File: config.mk
export PLATFORM = sky130hd
export DESIGN_NAME = pc_sequencer
export DESIGN_NICKNAME = d
export VERILOG_FILES = /design/src/rtl/pc_sequencer.sv
export SDC_FILE = /design/constraint.sdc
export NUM_CORES = 1
export LEC_CHECK = 0
export CORE_MARGIN = 2
export CORE_UTILIZATION = 30
export DETAILED_ROUTE_END_ITERATION = 16
export DONT_BUFFER_PORTS = 1
export GPL_ROUTABILITY_DRIVEN = 0
export PLACE_DENSITY_LB_ADDON = 0.3
export SLEW_MARGIN = 20
export SYNTH_ARGS = -nofsm -noshare
export SYNTH_HDL_FRONTEND = slang
export SYNTH_SLANG_ARGS = --single-unit
File: constraint.sdc
create_clock -name clk -period 2.35 [get_ports clk]
set_clock_uncertainty 0.05 [all_clocks]
set_input_delay 0.235 -clock clk [delete_from_list [all_inputs] [get_ports clk]]
set_output_delay 0.235 -clock clk [all_outputs]
set_load 0.01 [all_outputs]
File: src/rtl/pc_sequencer.sv
// pc_sequencer: program-counter sequencer driving a single-ported
// instruction memory.
//
// Ports:
//   clk             - single clock; all state changes on rising edge
//   reset           - asynchronous, active-low reset
//   stall           - pipeline hold request; fetch paused while high
//   halt            - stop fetching until the next reset
//   redirect_valid  - branch/jump redirect strobe
//   redirect_target - new PC for a redirect
//   imem_ready      - instruction memory completes the current fetch
//   imem_req        - fetch request (high only while fetching)
//   imem_addr       - fetch address, always equal to pc
//   instr_valid     - one-cycle pulse: fetch at instr_pc completed
//   instr_pc        - PC of the most recent completed fetch
//   pc              - current program counter
//   fetch_count     - saturating count of delivered instructions
//   state           - FSM state (BOOT=0, FETCH=1, STALL=2, HALTED=3)
module pc_sequencer #(
  parameter logic [31:0] RESET_VECTOR = 32'd0,
  parameter logic [31:0] PC_LIMIT     = 32'd31
) (
  input  logic        clk,
  input  logic        reset,
  input  logic        stall,
  input  logic        halt,
  input  logic        redirect_valid,
  input  logic [31:0] redirect_target,
  input  logic        imem_ready,
  output logic        imem_req,
  output logic [31:0] imem_addr,
  output logic        instr_valid,
  output logic [31:0] instr_pc,
  output logic [31:0] pc,
  output logic [15:0] fetch_count,
  output logic [1:0]  state
);

  typedef enum logic [1:0] {
    BOOT   = 2'd0,
    FETCH  = 2'd1,
    STALL  = 2'd2,
    HALTED = 2'd3
  } state_t;

  state_t      cur_state;
  logic [31:0] seq_pc;

  // Wrap uses >= so a redirect target beyond PC_LIMIT also wraps on its
  // next sequential step instead of counting upward.
  assign seq_pc    = (pc >= PC_LIMIT) ? RESET_VECTOR : pc + 32'd1;

  assign imem_req  = (cur_state == FETCH);
  assign imem_addr = pc;
  assign state     = cur_state;

  always_ff @(posedge clk or negedge reset) begin
    if (!reset) begin
      cur_state   <= BOOT;
      pc          <= RESET_VECTOR;
      instr_valid <= 1'b0;
      instr_pc    <= '0;
      fetch_count <= '0;
    end else begin
      instr_valid <= 1'b0;
      unique case (cur_state)
        BOOT: cur_state <= FETCH;

        FETCH: begin
          // Priority: halt > redirect > stall > sequential fetch. Any
          // fetch completing alongside a higher-priority event is dropped.
          if (halt) begin
            cur_state <= HALTED;
          end else if (redirect_valid) begin
            pc <= redirect_target;
          end else if (stall) begin
            cur_state <= STALL;
          end else if (imem_ready) begin
            instr_valid <= 1'b1;
            instr_pc    <= pc;
            pc          <= seq_pc;
            if (fetch_count != '1) begin
              fetch_count <= fetch_count + 16'd1;
            end
          end
        end

        STALL: begin
          if (halt) begin
            cur_state <= HALTED;
          end else begin
            if (redirect_valid) begin
              pc <= redirect_target;
            end
            // Leave once stall is seen low; the held pc is refetched.
            if (!stall) begin
              cur_state <= FETCH;
            end
          end
        end

        HALTED: cur_state <= HALTED;

        default: cur_state <= BOOT;
      endcase
    end
  end

endmodule

==> results.md <==
* Cells after Synth at between 300 and 400
* Synth area leaders: dfrtp_1, nand2_1, buf_4
* Worst vdd ir at 0.256 mV
* Synth warn at 0
* Startpoint types: register
* Clock Pin Slew Worst Setup and Hold Paths at 0.06 ns
* TritonCTS clock tree: yes
* CTS Buffer Depth at 2
* Height of the die at 116 um
* Crit. Startpoint: imem_addr[23]$_DFFE_PN0P_
* Critical Path Sink Type: register
* R2R Path End: imem_addr[5]$_DFFE_PN0P_
* Register area at approximately 0.0021 sq mm
* Peak Freq at 483 MHz
* Fin crit period at 2.07 ns
* PortBufs at 0
* Sequential area share after synthesis at 0.555
* Gr ovfl total at 0
* Synth top area share at 0.555
* Final Cycle Share at 0.881
* Area leader, netlist: dfrtp_1
* Setup TNS Final at 0 ns
* Crit Path Category: reg2reg
* Mapped cell area at about 0.0037 sq mm
* Maximum capacitance violations at 0
* Vias after detailed routing at around 2800
* Pin count of the biggest net entering global routing at 84
* Synthesis-stage register bit count at 83
* Final hold violations at 0
* Core Region at around 0.012 sq mm
* P per Cell Area at 759 mW/mm^2
* DRT iter0 DRCs at around 150
* Data required, critical path at ~2.6 ns
* Vias in the first global route at roughly 2800
* CTS H-tree lvls at 3
* R2r worst-path depth at 6
* Vias per inst at between 4 and 5
* Initial antenna violation count at 0
* Number of diodes at 0
* Proportion of layout cells with a drive suffix above 1 at 0.115
* DRT Wirelength at approximately 9500 um
* RSZ-0062 raised after global routing: false
* WL/cell at 16.5 um
* Setup-failing EPs final at 0
* WHS Path Cells at 2
* Synth unique cells at 38
* # rows at 40
* Slew Viols, Final at 0
* Root Buffer: clkbuf_16
* Setup bufs post-CTS at 0
* Worst-margin pin slew at ~0.55 ns
* Syn nets at roughly 430
* Area grow syn2layout at 18.1%
* Delay-heaviest family, CP: simple AND/OR/NAND/NOR gates
* Reg-to-reg slack, setup at 0.28 ns
* Fin cells at around 580
* Slowest cell delay on critical path at between 0.5 and 0.6 ns
* Hold_sp: redirect_target[1]
* Initial core utilization at 0.309
* Bufs and invs on worst path at 1
* Final HPWL DP at 6380 um
* Die Width at 116 um
* Die area at 0.0134 sq mm
* Slew margin rel. at 0.633
* Crit-path max FO at 9
* Inst Count DP at 532
* Top-count cell post-synth: nand2_1
* First-pass GRT wire length at approximately 15000 um
* Fraction of registers with async set/reset at 1.00
* GRT Util Overall at 0.148
* Area of the multi-input gates at between 0.001 and 0.0015 sq mm
* Remaining DRCs at 0
* Critical-path cell list: nor4_1, buf_4, nand4_1, nor4_4, a32oi_1, a21oi_1
* Tightest Hold Check Type: in2reg
* Run status: finished, final reports clean
* Final nets at between 400 and 500
* CP arrival at about 2.3 ns
* Boundary pin count at ~150
* CTS buffer count at 9
* Detailed Routing Iterations Pass 1 at 5
* Skew-Pair Late Insertion Delay at 0.34 ns
* Fill cell count at 1258
* Clock sink count at between 80 and 90
* P_leak at roughly 2.1 nW
* R2r startpoint: imem_addr[23]$_DFFE_PN0P_
* EDFF count, synth at 0
* Average cell area after synthesis at ~9.6 sq um
* Hold EP: imem_addr[1]$_DFFE_PN0P_
* Most used DFF post-synth: dfrtp_1
* Routed Antenna Nets at 0
* CP max stage cell: nor4_4
* Commonest cells post-synth: nand2_1, dfrtp_1, buf_4
[kinds of logic (layout without fill, tap and decap cells)]
| group | count (synthesis) | in the layout | share of synthesized area |
|---|---|---|---|
| XOR/XNOR | 15 | 15 | 0.0351 |
| multiplexers | 1 | 1 | 0.00301 |
| flip-flops | 83 | 83 | 0.555 |
| AND/OR/NAND/NOR | 180 | 180 | 0.219 |
| AO/OA/AOI/OAI | 51 | 51 | 0.0889 |
| adder cells (fa/ha/maj) | 2 | 2 | 0.00668 |
| buffers and inverters | 60 | 77 | 0.0929 |
[worst max-delay path by stage]
stage	end	cells past startpoint
floorplan	fetch_count[12]$_DFFE_PN0P_	6
global placement	fetch_count[1]$_DFFE_PN0P_	5
detailed placement	fetch_count[15]$_DFFE_PN0P_	5
CTS	fetch_count[12]$_DFFE_PN0P_	5
global route	imem_addr[1]$_DFFE_PN0P_	6
finish	imem_addr[5]$_DFFE_PN0P_	6
[metal layers]
layer,part of all wire,global-route usage,wire (um),vias up
li1,-,-,-,1295
met1,0.43,0.177,4120,1324
met2,0.46,0.228,4350,110
met3,0.069,0.0507,655,22
met4,0.040,0.0921,385,0
met5,0,0,0,-
[repair_timing]
item | CTS | global route
endpoints found under the setup margin | 0 | 1
hold endpoints to repair | 111 | 0
gates resized for setup | 0 | 1
hold buffers | 29 | 0
[cell type report]
type	instances	area share
clock buffer	14	0.0597
clock inverter	2	0.00226
inverter	10	0.00849
multi-input combinational	249	0.300
sequential	83	0.470
tap	168	0.0475
timing repair buffer	51	0.113
[where the power goes]
group	switching, mW	internal, mW
Sequential	0.189	1.52
Combinational	0.181	0.144
Clock	0.551	0.771
[per-stage QoR]
step	setup WS (ns)	area [sq um]	power, mW	util	hold WS, ns
after global routing	0.0345	4420	3.53	0.365	0.0430
after detailed placement	0.0986	3840	1.99	0.317	-0.109
final	0.279	4420	3.35	0.365	0.0544
after CTS	0.0793	4420	3.41	0.365	0.0347
after floorplan	0.229	3740	1.96	-	-0.111
after global placement	0.151	3840	1.99	0.317	-0.108
[cells in the final DEF (no fill, tap or decap), drive strengths merged, types with 2 or more instances in the layout]
master | netlist | final
nand2 | 127 | 127
dfrtp | 83 | 83
dlygate4sd3 | 0 | 28
buf | 34 | 23
o21ai | 21 | 21
clkbuf | 16 | 14
nor2 | 12 | 12
inv | 10 | 10
a22o | 10 | 10
nor4 | 10 | 10
xor2 | 8 | 8
nand3 | 7 | 7
xnor2 | 7 | 7
a21oi | 6 | 6
nand4 | 6 | 6
nor3 | 6 | 6
a32oi | 5 | 5
o22ai | 3 | 3
or4 | 2 | 2
or2 | 2 | 2
or3 | 2 | 2
ha | 2 | 2
clkinv | 0 | 2
nand2b | 2 | 2
[worst register-to-register path, cell delays in order (launching register included)]
cell	delay, ns
dfrtp_1	0.49
nor4_1	0.26
buf_4	0.17
nand4_1	0.16
nor4_4	0.53
a32oi_1	0.17
a21oi_1	0.18
[registers in the layout, summed over array words and instances (netlist names)]
name	cells
instr_valid	1
fetch_count	16
state	2
imem_addr	32
instr_pc	32
(Power assumes the default switching activity.)
